--- config.mk ---
export PLATFORM = sky130hd
export DESIGN_NAME = multicycle_control
export DESIGN_NICKNAME = d
export VERILOG_FILES = /design/src/rtl/cpu_ctrl_pkg.sv /design/src/rtl/opcode_decode.sv /design/src/rtl/multicycle_control.sv
export SDC_FILE = /design/constraint.sdc
export NUM_CORES = 1
export LEC_CHECK = 0
export ABC_AREA = 1
export BUFFER_PORTS_ARGS = -buffer_cell sky130_fd_sc_hd__buf_4
export CAP_MARGIN = 20
export CORE_MARGIN = 2
export CORE_UTILIZATION = 40
export CTS_CLUSTER_DIAMETER = 100
export CTS_CLUSTER_SIZE = 12
export DETAILED_ROUTE_END_ITERATION = 8
export PLACE_DENSITY = 0.61
export SYNTH_ARGS = -nofsm -noshare
export SYNTH_HDL_FRONTEND = slang
export SYNTH_HIERARCHICAL = 1
export SYNTH_SLANG_ARGS = --single-unit
--- constraint.sdc ---
create_clock -name clk -period 2.7 [get_ports clk]
set_input_delay 0.27 -clock clk [delete_from_list [all_inputs] [get_ports clk]]
set_output_delay 0.27 -clock clk [all_outputs]
set_load 0.03 [all_outputs]
--- src/rtl/cpu_ctrl_pkg.sv ---
// Shared constants for the multi-cycle core sequencer: state codes, opcodes,
// opcode classes and datapath select encodings.
package cpu_ctrl_pkg;

  typedef logic [3:0] state_t;

  localparam state_t S_IDLE     = 4'd0;
  localparam state_t S_FETCH    = 4'd1;
  localparam state_t S_DECODE   = 4'd2;
  localparam state_t S_EXEC_R   = 4'd3;
  localparam state_t S_EXEC_I   = 4'd4;
  localparam state_t S_MEM_ADDR = 4'd5;
  localparam state_t S_MEM_RD   = 4'd6;
  localparam state_t S_MEM_WR   = 4'd7;
  localparam state_t S_WB_R     = 4'd8;
  localparam state_t S_WB_I     = 4'd9;
  localparam state_t S_WB_MEM   = 4'd10;
  localparam state_t S_BRANCH   = 4'd11;
  localparam state_t S_JUMP     = 4'd12;
  localparam state_t S_HALT     = 4'd13;
  localparam state_t S_TRAP     = 4'd14;

  localparam logic [3:0] OP_R    = 4'b0000;
  localparam logic [3:0] OP_ADDI = 4'b0001;
  localparam logic [3:0] OP_ANDI = 4'b0010;
  localparam logic [3:0] OP_LW   = 4'b0011;
  localparam logic [3:0] OP_SW   = 4'b0100;
  localparam logic [3:0] OP_BEQ  = 4'b0101;
  localparam logic [3:0] OP_JMP  = 4'b0110;
  localparam logic [3:0] OP_HALT = 4'b1111;

  typedef enum logic [3:0] {
    CLS_R,
    CLS_ADDI,
    CLS_ANDI,
    CLS_LW,
    CLS_SW,
    CLS_BEQ,
    CLS_JMP,
    CLS_HALT,
    CLS_ILLEGAL
  } op_class_e;

  localparam logic [1:0] ALUOP_RTYPE = 2'b00;
  localparam logic [1:0] ALUOP_SUB   = 2'b01;
  localparam logic [1:0] ALUOP_AND   = 2'b10;
  localparam logic [1:0] ALUOP_ADD   = 2'b11;

  localparam logic [1:0] PCSRC_ALU    = 2'b00;
  localparam logic [1:0] PCSRC_ALUOUT = 2'b01;
  localparam logic [1:0] PCSRC_JUMP   = 2'b10;

  localparam logic [1:0] SRCB_REGB = 2'b00;
  localparam logic [1:0] SRCB_ONE  = 2'b01;
  localparam logic [1:0] SRCB_IMM  = 2'b10;
  localparam logic [1:0] SRCB_BOFF = 2'b11;

endpackage

--- src/rtl/opcode_decode.sv ---
// Combinational map from the 4-bit instruction opcode to its execution class.
module opcode_decode
  import cpu_ctrl_pkg::*;
(
  input  logic [3:0] Opcode,
  output op_class_e  op_class
);

  always_comb begin
    op_class = CLS_ILLEGAL;
    case (Opcode)
      OP_R:    op_class = CLS_R;
      OP_ADDI: op_class = CLS_ADDI;
      OP_ANDI: op_class = CLS_ANDI;
      OP_LW:   op_class = CLS_LW;
      OP_SW:   op_class = CLS_SW;
      OP_BEQ:  op_class = CLS_BEQ;
      OP_JMP:  op_class = CLS_JMP;
      OP_HALT: op_class = CLS_HALT;
      default: op_class = CLS_ILLEGAL;
    endcase
  end

endmodule

--- src/rtl/multicycle_control.sv ---
// Sequencing FSM of the multi-cycle core: steps instructions through their
// phases, drives datapath enables and counts retired instructions.
module multicycle_control
  import cpu_ctrl_pkg::*;
#(
  parameter int unsigned CNT_W = 16
) (
  input  logic             clk,
  input  logic             reset,
  input  logic             run,
  input  logic [3:0]       Opcode,
  input  logic             mem_ready,
  input  logic             zero,
  output logic             mem_req,
  output logic             mem_we,
  output logic             IorD,
  output logic             IRWrite,
  output logic             PCWrite,
  output logic             PCWriteCond,
  output logic [1:0]       PCSource,
  output logic             ALUSrcA,
  output logic [1:0]       ALUSrcB,
  output logic [1:0]       ALUOp,
  output logic             RegWrite,
  output logic             RegDst,
  output logic             MemtoReg,
  output logic             halted,
  output logic             illegal,
  output logic [CNT_W-1:0] instr_count
);

  state_t    state_q, state_d;
  op_class_e dec_class;
  op_class_e cls_q;
  logic      retire;

  // The branch decision is made in the datapath by qualifying PCWriteCond.
  logic unused_zero;
  assign unused_zero = zero;

  opcode_decode u_opcode_decode (
    .Opcode   (Opcode),
    .op_class (dec_class)
  );

  always_comb begin
    state_d = state_q;
    retire  = 1'b0;
    case (state_q)
      S_IDLE:  if (run) state_d = S_FETCH;
      S_FETCH: if (mem_ready) state_d = S_DECODE;
      S_DECODE: begin
        case (dec_class)
          CLS_R:              state_d = S_EXEC_R;
          CLS_ADDI, CLS_ANDI: state_d = S_EXEC_I;
          CLS_LW, CLS_SW:     state_d = S_MEM_ADDR;
          CLS_BEQ:            state_d = S_BRANCH;
          CLS_JMP:            state_d = S_JUMP;
          CLS_HALT:           state_d = S_HALT;
          default:            state_d = S_TRAP;
        endcase
      end
      S_EXEC_R:   state_d = S_WB_R;
      S_EXEC_I:   state_d = S_WB_I;
      S_MEM_ADDR: state_d = (cls_q == CLS_SW) ? S_MEM_WR : S_MEM_RD;
      S_MEM_RD:   if (mem_ready) state_d = S_WB_MEM;
      S_MEM_WR: begin
        if (mem_ready) begin
          state_d = S_FETCH;
          retire  = 1'b1;
        end
      end
      S_WB_R, S_WB_I, S_WB_MEM, S_BRANCH, S_JUMP: begin
        state_d = S_FETCH;
        retire  = 1'b1;
      end
      S_HALT:  state_d = S_HALT;
      S_TRAP:  state_d = S_TRAP;
      default: state_d = S_IDLE;
    endcase
  end

  always_ff @(posedge clk) begin
    if (reset) begin
      state_q     <= S_IDLE;
      cls_q       <= CLS_R;
      instr_count <= '0;
    end else begin
      state_q <= state_d;
      if (state_q == S_DECODE) cls_q <= dec_class;
      if (retire) instr_count <= instr_count + 1'b1;
    end
  end

  always_comb begin
    mem_req     = 1'b0;
    mem_we      = 1'b0;
    IorD        = 1'b0;
    IRWrite     = 1'b0;
    PCWrite     = 1'b0;
    PCWriteCond = 1'b0;
    PCSource    = PCSRC_ALU;
    ALUSrcA     = 1'b0;
    ALUSrcB     = SRCB_REGB;
    ALUOp       = ALUOP_RTYPE;
    RegWrite    = 1'b0;
    RegDst      = 1'b0;
    MemtoReg    = 1'b0;
    halted      = 1'b0;
    illegal     = 1'b0;
    case (state_q)
      S_FETCH: begin
        mem_req = 1'b1;
        ALUSrcB = SRCB_ONE;
        ALUOp   = ALUOP_ADD;
        // IR and PC load only on the completing cycle of the fetch.
        IRWrite = mem_ready;
        PCWrite = mem_ready;
      end
      S_DECODE: begin
        ALUSrcB = SRCB_BOFF;
        ALUOp   = ALUOP_ADD;
      end
      S_EXEC_R: begin
        ALUSrcA = 1'b1;
        ALUOp   = ALUOP_RTYPE;
      end
      S_EXEC_I: begin
        ALUSrcA = 1'b1;
        ALUSrcB = SRCB_IMM;
        ALUOp   = (cls_q == CLS_ANDI) ? ALUOP_AND : ALUOP_ADD;
      end
      S_MEM_ADDR: begin
        ALUSrcA = 1'b1;
        ALUSrcB = SRCB_IMM;
        ALUOp   = ALUOP_ADD;
      end
      S_MEM_RD: begin
        mem_req = 1'b1;
        IorD    = 1'b1;
      end
      S_MEM_WR: begin
        mem_req = 1'b1;
        mem_we  = 1'b1;
        IorD    = 1'b1;
      end
      S_WB_R: begin
        RegWrite = 1'b1;
        RegDst   = 1'b1;
      end
      S_WB_I:   RegWrite = 1'b1;
      S_WB_MEM: begin
        RegWrite = 1'b1;
        MemtoReg = 1'b1;
      end
      S_BRANCH: begin
        ALUSrcA     = 1'b1;
        ALUOp       = ALUOP_SUB;
        PCWriteCond = 1'b1;
        PCSource    = PCSRC_ALUOUT;
      end
      S_JUMP: begin
        PCWrite  = 1'b1;
        PCSource = PCSRC_JUMP;
      end
      S_HALT:  halted  = 1'b1;
      S_TRAP:  illegal = 1'b1;
      default: ;
    endcase
  end

endmodule
Word level (Yosys, flattened, before mapping)
Memories as Yosys holds them, arrays and structs flattened.
Cells that the tools add are included.

word-level totals
  bits in registers = 24
  bits in read-only memories = 96
  output and inout port bits = 34
  memories kept = 2

operators by class
  add/subtract/negate cells = 1
  equal/unequal tests = 20
  multiplexer cells = 25
  reductions and logical operators = 9

memory list
  name             words  width  read ports  clocked after memory_dff  wr ports  RTL line                  RTL
  (no name shown)  16     4      1           0                         0         opcode_decode.sv:11       case (Opcode)
  (no name shown)  8      4      1           0                         0         multicycle_control.sv:53  case (dec_class)

operators by type and width
  operator                                                               number
  4-bit case mux with 11 select lines                                    1
  4-bit equality test, second input constant                             7
  4-bit by 3-bit equality test with 1-bit output, second input constant  5
  4-bit 2-to-1 mux                                                       5
  16-bit by 1-bit adder with 16-bit output, second input constant        1
  1-bit 2-to-1 mux                                                       14
  4-bit by 2-bit equality test with 1-bit output, second input constant  3
  2-bit case mux with 3 select lines                                     2
  3-bit OR reduction                                                     3
  2-bit != test, second input constant                                   4
  5-bit OR reduction                                                     1
  4-bit by 1-bit equality test with 1-bit output, second input constant  1
  4-bit logical NOT                                                      1
  1-bit case mux with 2 select lines                                     2
  2-bit case mux with 2 select lines                                     1
  4-bit AND reduction                                                    1
  2-bit OR reduction                                                     2
  4-bit OR reduction                                                     1

Longest topological paths before layout
Gate-level depths: netlist (run 1).
An unclocked memory read counts as a cell.

  depth in word-level cells = 4
  depth in mapped cells = 12
  depth with buffers taken out = 12

Hierarchy
Netlist (run 1), hierarchy kept.

by module, submodules not included
  module              times used  cells an instance  area an instance (um^2)  sequential area each (um^2)
  multicycle_control  1           250                1521.5                   480.5
  opcode_decode       1           15                 72.6                     0.0

Least setup slack after synthesis (run 1)
OpenSTA, ideal clock, no wires.

  kind = reg2out
  start = reg state_q[3]
  end = out PCWrite
  arrival time = 1.509 ns
  required time = 2.430 ns
  setup slack = 0.921 ns
  cell stages (with the launch flop) = 6
  buffers on the path = 0
  cell sequence = dfxtp_1 > inv_1 > nand2_1 > nor2_1 > inv_1 > o21ai_0

on the way
  word-level cells in the longest chain between the ends = 2

RTL lines
  element                                                                                RTL line                   RTL
  start: declaration                                                                     multicycle_control.sv:32   state_t state_q, state_d;
  start signal: assignment                                                               multicycle_control.sv:89   state_q <= state_d;
  4-bit equality test or 4-bit by 1-bit equality test with 1-bit output (tied branches)  multicycle_control.sv:111  case (state_q)
  1-bit case mux with 2 select lines *                                                   multicycle_control.sv:111
  end: declaration                                                                       multicycle_control.sv:18   output logic PCWrite,

Every way passes the cells marked *; elsewhere a longest branch is shown, timed or not.

Final worst setup path (run 1)
  start = reg state_q[2]
  end = out ALUOp[0]

on the way
  word-level cells in the longest chain between the ends = 3

RTL lines
  element                                                                 RTL line                   RTL
  4-bit by 2-bit equality test with 1-bit output (tied with other cells)  multicycle_control.sv:111
  3-bit OR reduction (no source line)                                     n/a
  2-bit case mux with 3 select lines *                                    multicycle_control.sv:111
  end: declaration                                                        multicycle_control.sv:23   output logic [1:0] ALUOp,

Marks and branches as above.

==> results of run 1 <==
## power by group
group | total [uW] | internal [uW] | switching (uW)
sequential | 422 | 385 | 36.7
combinational | 578 | 190 | 389
clock | 201 | 99.5 | 101
## final cells by class
type                    count  area, sq um
well taps                  48        60.06
fillers                   418         1767
flip-flops and latches     24        480.5
inverters                  46        172.7
clock buffers               3        41.29
repair buffers             41        307.8
multi-input cells         191        914.6
## state kept, by name, indices dropped and copies added (netlist names)
register     count
cls_q            4
instr_count     16
state_q          4
## critical path, stage by stage, from the launching register on
cell,delay (ns)
dfxtp_1,0.46
inv_2,0.11
nand2_1,0.18
nor2_1,0.10
nor2_1,0.16
inv_1,0.08
nor3_1,0.12
o31ai_1,0.09
buf_4,0.17
## layer usage
metal / track usage (%) / wire, um / vias to the layer above
met5: 0 / 0 / -
li1: - / - / 918
met1: 25.23 / 1978 / 705
met3: 3.041 / 164 / 4
met4: 3.061 / 22 / 0
met2: 24.13 / 1455 / 34
## layout by cell type, fill, tap and decap left out, drive strengths merged
cell | netlist | layout
a21oi | 15 | 15
nand4 | 7 | 7
o21bai | 3 | 3
nor2 | 43 | 43
dfxtp | 24 | 24
nand2 | 73 | 73
buf | 2 | 41
nor4 | 1 | 1
ha | 6 | 6
o31ai | 1 | 1
clkbuf | 2 | 3
nand3 | 18 | 18
inv | 46 | 46
o21ai | 20 | 20
nor3 | 4 | 4
## metrics by stage
stage | hold WS, ns | setup slack [ns]
6_report | 0.2560 | 0.6914
3_5_place_dp | 0.4707 | 0.9236
5_1_grt | 0.2507 | 0.5294
2_1_floorplan | 0.4523 | 0.9210
3_3_place_gp | 0.4662 | 0.9430
4_1_cts | 0.2508 | 0.6753
## cells by family (layout without fill, tap and decap cells)
logic type / after synthesis / in the layout / share of synthesized area [%]
adder cells (fa/ha/maj): 6 / 6 / 4.709
flip-flops: 24 / 24 / 30.14
buffers and inverters: 50 / 90 / 12.48
AO/OA/AOI/OAI: 39 / 39 / 13.11
AND/OR/NAND/NOR: 146 / 146 / 39.56
## final timing paths
kind | to | cells past startpoint
hold reg to reg | cls_q[2] | 2
hold / removal | state_q[1] | 2
setup reg to reg | instr_count[14] | 6
setup / recovery | ALUOp[0] | 8
==> metrics.md, run 1 <==
| Metric | Value |
|---|---|
| Seq/Total Area, Yosys | between 30 and 40% |
| Hold Startpoint | reset |
| Skew-Pair Late Insertion Delay | roughly 0.26 ns |
| Placed cell area | between 1500 and 2000 sq um |
| Die H | 67.13 um |
| Via Count | approximately 1700 |
| Top cell type's share of synthesized area | ~30% |
| Layout area overhead | 24.02% |
| CP Launch Type | register |
| First-pass GRT wire length | between 5000 and 6000 um |
| RePlAce Congestion | around 0.9 |
| Die W | about 67 um |
| Total clock sinks | 24 |
| Synth Instances | 265 |
| Count leader, synth | nand2_1 |
| Max VDD drop | 0.0003013 V |
| Initial Utilization | around 43% |
| Post-Route WL | 3620 um |
| Via density | 4.705 |
| Worst-path clk slew | approximately 0.070 ns |
| Number of synthesized flops with an enable pin | 0 |
| DIE AREA | about 4500 sq um |
| Critical path startpoint | state_q[2] |
| Post-CTS setup buffer count | 0 |
| Fmax | 0.4979 GHz |
| Grt ovf | 0 |
| I/O Buffers | slightly above 40 |
| Max Cap Violations | 0 |
| Post-DP HPWL | ~2900 um |
| Most used DFF post-synth | dfxtp_1 |
| Final Max Tran Viols | 0 |
| Final hold violations | 0 |
| Setup TNS | 0 ns |
| Synth Warn # | 6 |
| Final setup fails | 0 |
| Post-layout util | 52.81% |
| Vias in the first global route | ~1300 |
| Wire per inst | between 10 and 15 um |
| First-pass DRT Iterations | 4 |
| # IOs | 43 |
| Root buf cell | clkbuf_8 |
| CORE AREA | ~3700 sq um |
| CTS Buf Count | 3 |
| Starting DRT DRC Count | 114 |
| Status | completed |
| Kind of critical path | register to primary output |
| FF+latch count, synth | 24 |
| R2R Path Start | instr_count[0] |
| Pin count of the biggest net entering global routing | 18 |
| Rows | 22 |
| Period minus WS final | 2.009 ns |
| Design Area, Final | 1977 sq um |
| Slew HR | 61.59% |
| Power Density | roughly 610 nW/um^2 |
| CTS tree | done |
| Post-route DRC | 0 |
| Synth unique cells | 23 |
| ANT nets after route | 0 |
| HP Class | input port to register |
| WP data required | between 2 and 2.5 ns |
| Arr. time, crit path | 1.74 ns |
| CTS hold repair buffers | 0 |
| Leak | between 0.001 and 0.0015 uW |
| Ant. Diodes | 0 |
| Layout cells sized above 1 | 17.05% |
| CTS H-Tree Depth | 1 |
| Final cell count without fillers | 353 |
| Synthesized net count | 280 |
| Syn Area/Cell | approximately 6.0 sq um |
| Final Power | 1201 uW |
| CTS Buffer Depth | 2 |
| Area contributors post-synth | dfxtp_1 30%, nand2_1 17%, inv_1 11% |
| Least-Margin Pin Slew | ~0.57 ns |
| Crit Path Max Fanout | 7 |
| Resized Gates After CTS | 0 |
| RSZ-0062 raised after global routing | no |
| Final period util | ~74% |
| Netlist Area Pre-Place | between 1500 and 2000 sq um |
| Layout Nets | about 320 |
| Initial antenna violation count | 0 |
| Crit. End Element | primary output |
| GRT Util Overall | approximately 17% |
| Ys async rst share | 0% |
| Synth area leader | dfxtp_1 |
| Dpl cells | 350 |
| Most common library cells after synthesis | 72 x nand2_1, 45 x inv_1, 41 x nor2_1 |
| Layout Skew | ~0.0014 ns |
| R2r setup slk | 0.92 ns |
(Power assumes the default switching activity.)
==> run 2: changes to the inputs <==
ABC_AREA = 0   (was 1)
PLACE_DENSITY = 0.6   (was 0.61)
clock period = 2.02 ns   (was 2.7 ns; I/O delays follow)
==> run 2 against run 1 <==
Effect of this change:
- sequential share of layout area fell by 0.30 points
- non-clock buffer count rose by 5
- via count fell by 8.2%
- worst hold slack improved by 0.019 ns
- routed wire length fell by 5.2%
- count of clock-buffer cells in the layout rose by 1
- critical path type unchanged
==> metrics.md, run 2 <==
| Metric | Value |
|---|---|
| Status | completed (unchanged) |
| Period minus WS final | 1.894 ns |
| Via density | 5.237 (was 4.705) |
| CP top delay family | simple AND/OR/NAND/NOR gates (unchanged) |
| Post-CTS setup buffer count | 0 (unchanged) |
| Count leader, synth | nor2_1 (was nand2_1) |
| R2r setup slk | 0.32 ns (was 0.92 ns) |
| Final period util | 93.74% |
| Rows | 23 (was 22) |
| Gr busiest metal | met2 (was met1) |
| Post-Route WL | 3431 um (was 3620 um) |
| Synth Warn # | 6 (unchanged) |
| M2 GR Usage | 25.37% (was 24.13%) |
| Synth area leader | dfxtp_1 (unchanged) |
| CTS H-Tree Depth | 1 (unchanged) |
| Critical path startpoint | cls_q[3] (was state_q[2]) |
| Worst-path clk slew | 0.08 ns (was 0.07 ns) |
| Max reg flops | 16 (unchanged) |
| CTS hold repair buffers | 0 (unchanged) |
| Final setup fails | 0 (unchanged) |
| Crit Path Max Fanout | 3 (was 7) |
| R2R Path Start | state_q[2] (was instr_count[0]) |
| Crit. End Element | primary output (unchanged) |
| CORE AREA | 3943 sq um (was 3744 sq um) |
| Die W | 67.77 um (was 67.13 um) |
| First-pass DRT Iterations | 4 (unchanged) |
| Via Count | 1524 (was 1661) |
| Synth Instances | 205 (was 265) |
| Die H | 67.77 um (was 67.13 um) |
| RePlAce Congestion | 0.7563 (was 0.8931) |
| Layout Nets | 257 (was 322) |
| Crit-path cells | or4b_1 > and3_1 > a21oi_1 > o22ai_1 > buf_4 (was inv_2 > nand2_1 > nor2_1 > nor2_1 > inv_1 > nor3_1 > o31ai_1 > buf_4) |
| Fillers | 396 (was 418) |
| Hold slack | 0.2749 ns (was 0.2560 ns) |
| CTS tree | done (unchanged) |
| Pin count of the biggest net entering global routing | 25 (was 18) |
| CTS Buffer Depth | 2 (unchanged) |
| Met3 Use GR | 4.167% (was 3.041%) |
| Resized Gates After CTS | 0 (unchanged) |
| Final hold violations | 0 (unchanged) |
| GRT Util Overall | 15.83% (was 16.53%) |
| Post-route DRC | 0 (unchanged) |
| Ant. Diodes | 0 (unchanged) |
| RSZ-0062 raised after global routing | no (unchanged) |
| FF+latch count, synth | 24 (unchanged) |
| Grt ovf | 0 (unchanged) |
| Most common library cells after synthesis | 38 x nor2_1, 24 x dfxtp_1, 14 x xor2_1 (was 72 x nand2_1, 45 x inv_1, 41 x nor2_1) |
| Post-layout util | 50.78% (was 52.81%) |
| Sw frac | 42.19% (was 43.86%) |
| Ys async rst share | 0% (unchanged) |
| I/O Buffers | 41 (unchanged) |
| HP Class | input port to register (unchanged) |
| Final Max Tran Viols | 0 (unchanged) |
| Share of power burned in registers | 31.9% (was 35.1%) |
| Fmax | between 0.5 and 0.6 GHz |
| Netlist Area Pre-Place | 1627 sq um (was 1594 sq um) |
| Most used DFF post-synth | dfxtp_1 (unchanged) |
| Root buf cell | clkbuf_8 (unchanged) |
| DIE AREA | 4593 sq um (was 4506 sq um) |
| Area contributors post-synth | dfxtp_1 30%, nor2_1 8.8%, xor2_1 7.5% (was dfxtp_1 30%, nand2_1 17%, inv_1 11%) |
| Hold Startpoint | reset (unchanged) |
| Layout area overhead | 23.08% (was 24.02%) |
| Least-Margin Pin Slew | 0.4519 ns (was 0.5718 ns) |
| Top cell type's share of synthesized area | 29.54% (was 30.14%) |
| Highest-delay cell along the critical path | or4b_1 (was dfxtp_1) |
| Layout Skew | 0.004116 ns (was 0.001382 ns) |
| Layout cells sized above 1 | 24.48% (was 17.05%) |
| Max VDD drop | 0.0004851 V (was 0.0003013 V) |
| Placed cell area | 1947 sq um (was 1936 sq um) |
| CTS Buf Count | 3 (unchanged) |
| Initial antenna violation count | 0 (unchanged) |
| Commonest non-fill, non-tap cell in the layout | buf_4 (was nand2_1) |
| Leak | 0.0008629 uW (was 0.001007 uW) |
| Skew-Pair Late Insertion Delay | 0.26 ns (about the same) |
| ANT nets after route | 0 (unchanged) |
| Kind of critical path | register to primary output (unchanged) |
| P_sw | 772.9 uW (was 526.6 uW) |
| Wire per inst | 11.79 um (was 10.25 um) |
| Design Area, Final | 2002 sq um (was 1977 sq um) |
| # IOs | 43 (unchanged) |
| Number of synthesized flops with an enable pin | 0 (unchanged) |
| GR Util met1 | 21.42% (was 25.23%) |
| Int Pwr | 1059 uW (was 674.0 uW) |
| Synth unique cells | 47 (was 23) |
| First-pass GRT wire length | 5747 um (was 5775 um) |
| Syn Area/Cell | 7.934 sq um (was 6.015 sq um) |
| Setup TNS | 0 ns (unchanged) |
| Starting DRT DRC Count | 78 (was 114) |
| Slew HR | 69.83% (was 61.59%) |
| Vias in the first global route | 1288 (was 1301) |
| Initial Utilization | 41.26% (was 42.58%) |
| Total clock sinks | 24 (unchanged) |
| Logic pwr share | 50.6% (was 48.2%) |
| Max Cap Violations | 0 (unchanged) |
| Register bank with the most flops | instr_count (unchanged) |
| CP peak stage delay | 0.52 ns (was 0.46 ns) |
| Buf/Inv on CP | 1 (was 3) |
| CP Launch Type | register (unchanged) |
| Largest registers | instr_count (16), cls_q (4), state_q (4) (unchanged) |
| Synthesized net count | 220 (was 280) |
| Arr. time, crit path | 1.69 ns (was 1.74 ns) |
| WP data required | 1.82 ns (was 2.43 ns) |
| Clock share of power | 17.5% (was 16.7%) |
| Seq/Total Area, Yosys | 29.54% (was 30.14%) |
| Power Density | 915.1 nW/um^2 (was 607.3 nW/um^2) |
| Commonest non-fill, non-tap cells in the layout | 46 x buf_4, 38 x nor2_1, 24 x dfxtp_1, 14 x xor2_1 (was 72 x nand2_1, 45 x inv_1, 41 x nor2_1, 41 x buf_4, 24 x dfxtp_1) |
| Post-DP HPWL | 2531 um (was 2906 um) |
run 2: changes by cell type after synthesis, moves of 4 or more:
cell     previous run  this run
mux2i_1             0         8
nand3_1            17         8
buf_2               0         4
o21ai_0            18         3
inv_1              45         5
and3_1              0         8
xor2_1              0        14
nand2_1            72        10
a21oi_1            15        10
xnor2_1             0         4
run 2: through the flow:
stage / total power (uW) / setup slack [ns] / cells
5_1_grt: 1957 / 0.01174 / 291
3_5_place_dp: 1524 / 0.2441 / 287
4_1_cts: 1854 / 0.1129 / 291
6_report: 1832 / 0.1264 / 291
2_1_floorplan: 1274 / 0.1305 / 205
3_3_place_gp: 1527 / 0.2379 / 287
run 2: kinds of logic (layout without fill, tap and decap cells):
family | after synthesis | count (layout) | synth area share (%)
AND/OR/NAND/NOR | 95 | 95 | 30.16
AO/OA/AOI/OAI | 34 | 34 | 14.31
flip-flops | 24 | 24 | 29.54
buffers and inverters | 20 | 56 | 6.769
XOR/XNOR | 18 | 18 | 9.692
multiplexers | 8 | 8 | 4.923
adder cells (fa/ha/maj) | 6 | 6 | 4.615
run 2: power groups by stage:
stage	Sequential [uW]	Clock, uW	Combinational, uW
final	584	321	928
after global routing	597	351	1010
after CTS	584	337	932
after detailed placement	595	0	929
after global placement	598	0	930
after floorplan	559	0	715
run 2: layout make-up:
cell class | instances | area (sq um) | share of cell area [%]
inverter | 6 | 22.52 | 1.125
sequential | 24 | 480.5 | 24.00
clock buffer | 4 | 55.05 | 2.750
timing repair buffer | 46 | 345.3 | 17.25
tap | 50 | 62.56 | 3.125
multi-input combinational | 161 | 1036 | 51.75
run 2: final timing paths:
kind | endpoint | cells after the start
worst min register to register | cls_q[3] | 2
worst max-delay path | ALUOp[0] | 5
worst max register to register | state_q[0] | 6
worst min-delay path | instr_count[6] | 2
run 2: layer usage:
metal / part of all wire (%) / wire length, um
met5: 0 / 0
met4: 0.55 / 19
met3: 4.9 / 168
met2: 47 / 1613
met1: 47 / 1629
run 2: worst register-to-register path, cell delays in order (launching register included):
cell	delay (ns)
dfxtp_1	0.57
buf_4	0.27
nand2_1	0.06
or4_1	0.41
a2bb2oi_1	0.14
a21oi_1	0.08
o21ai_2	0.11
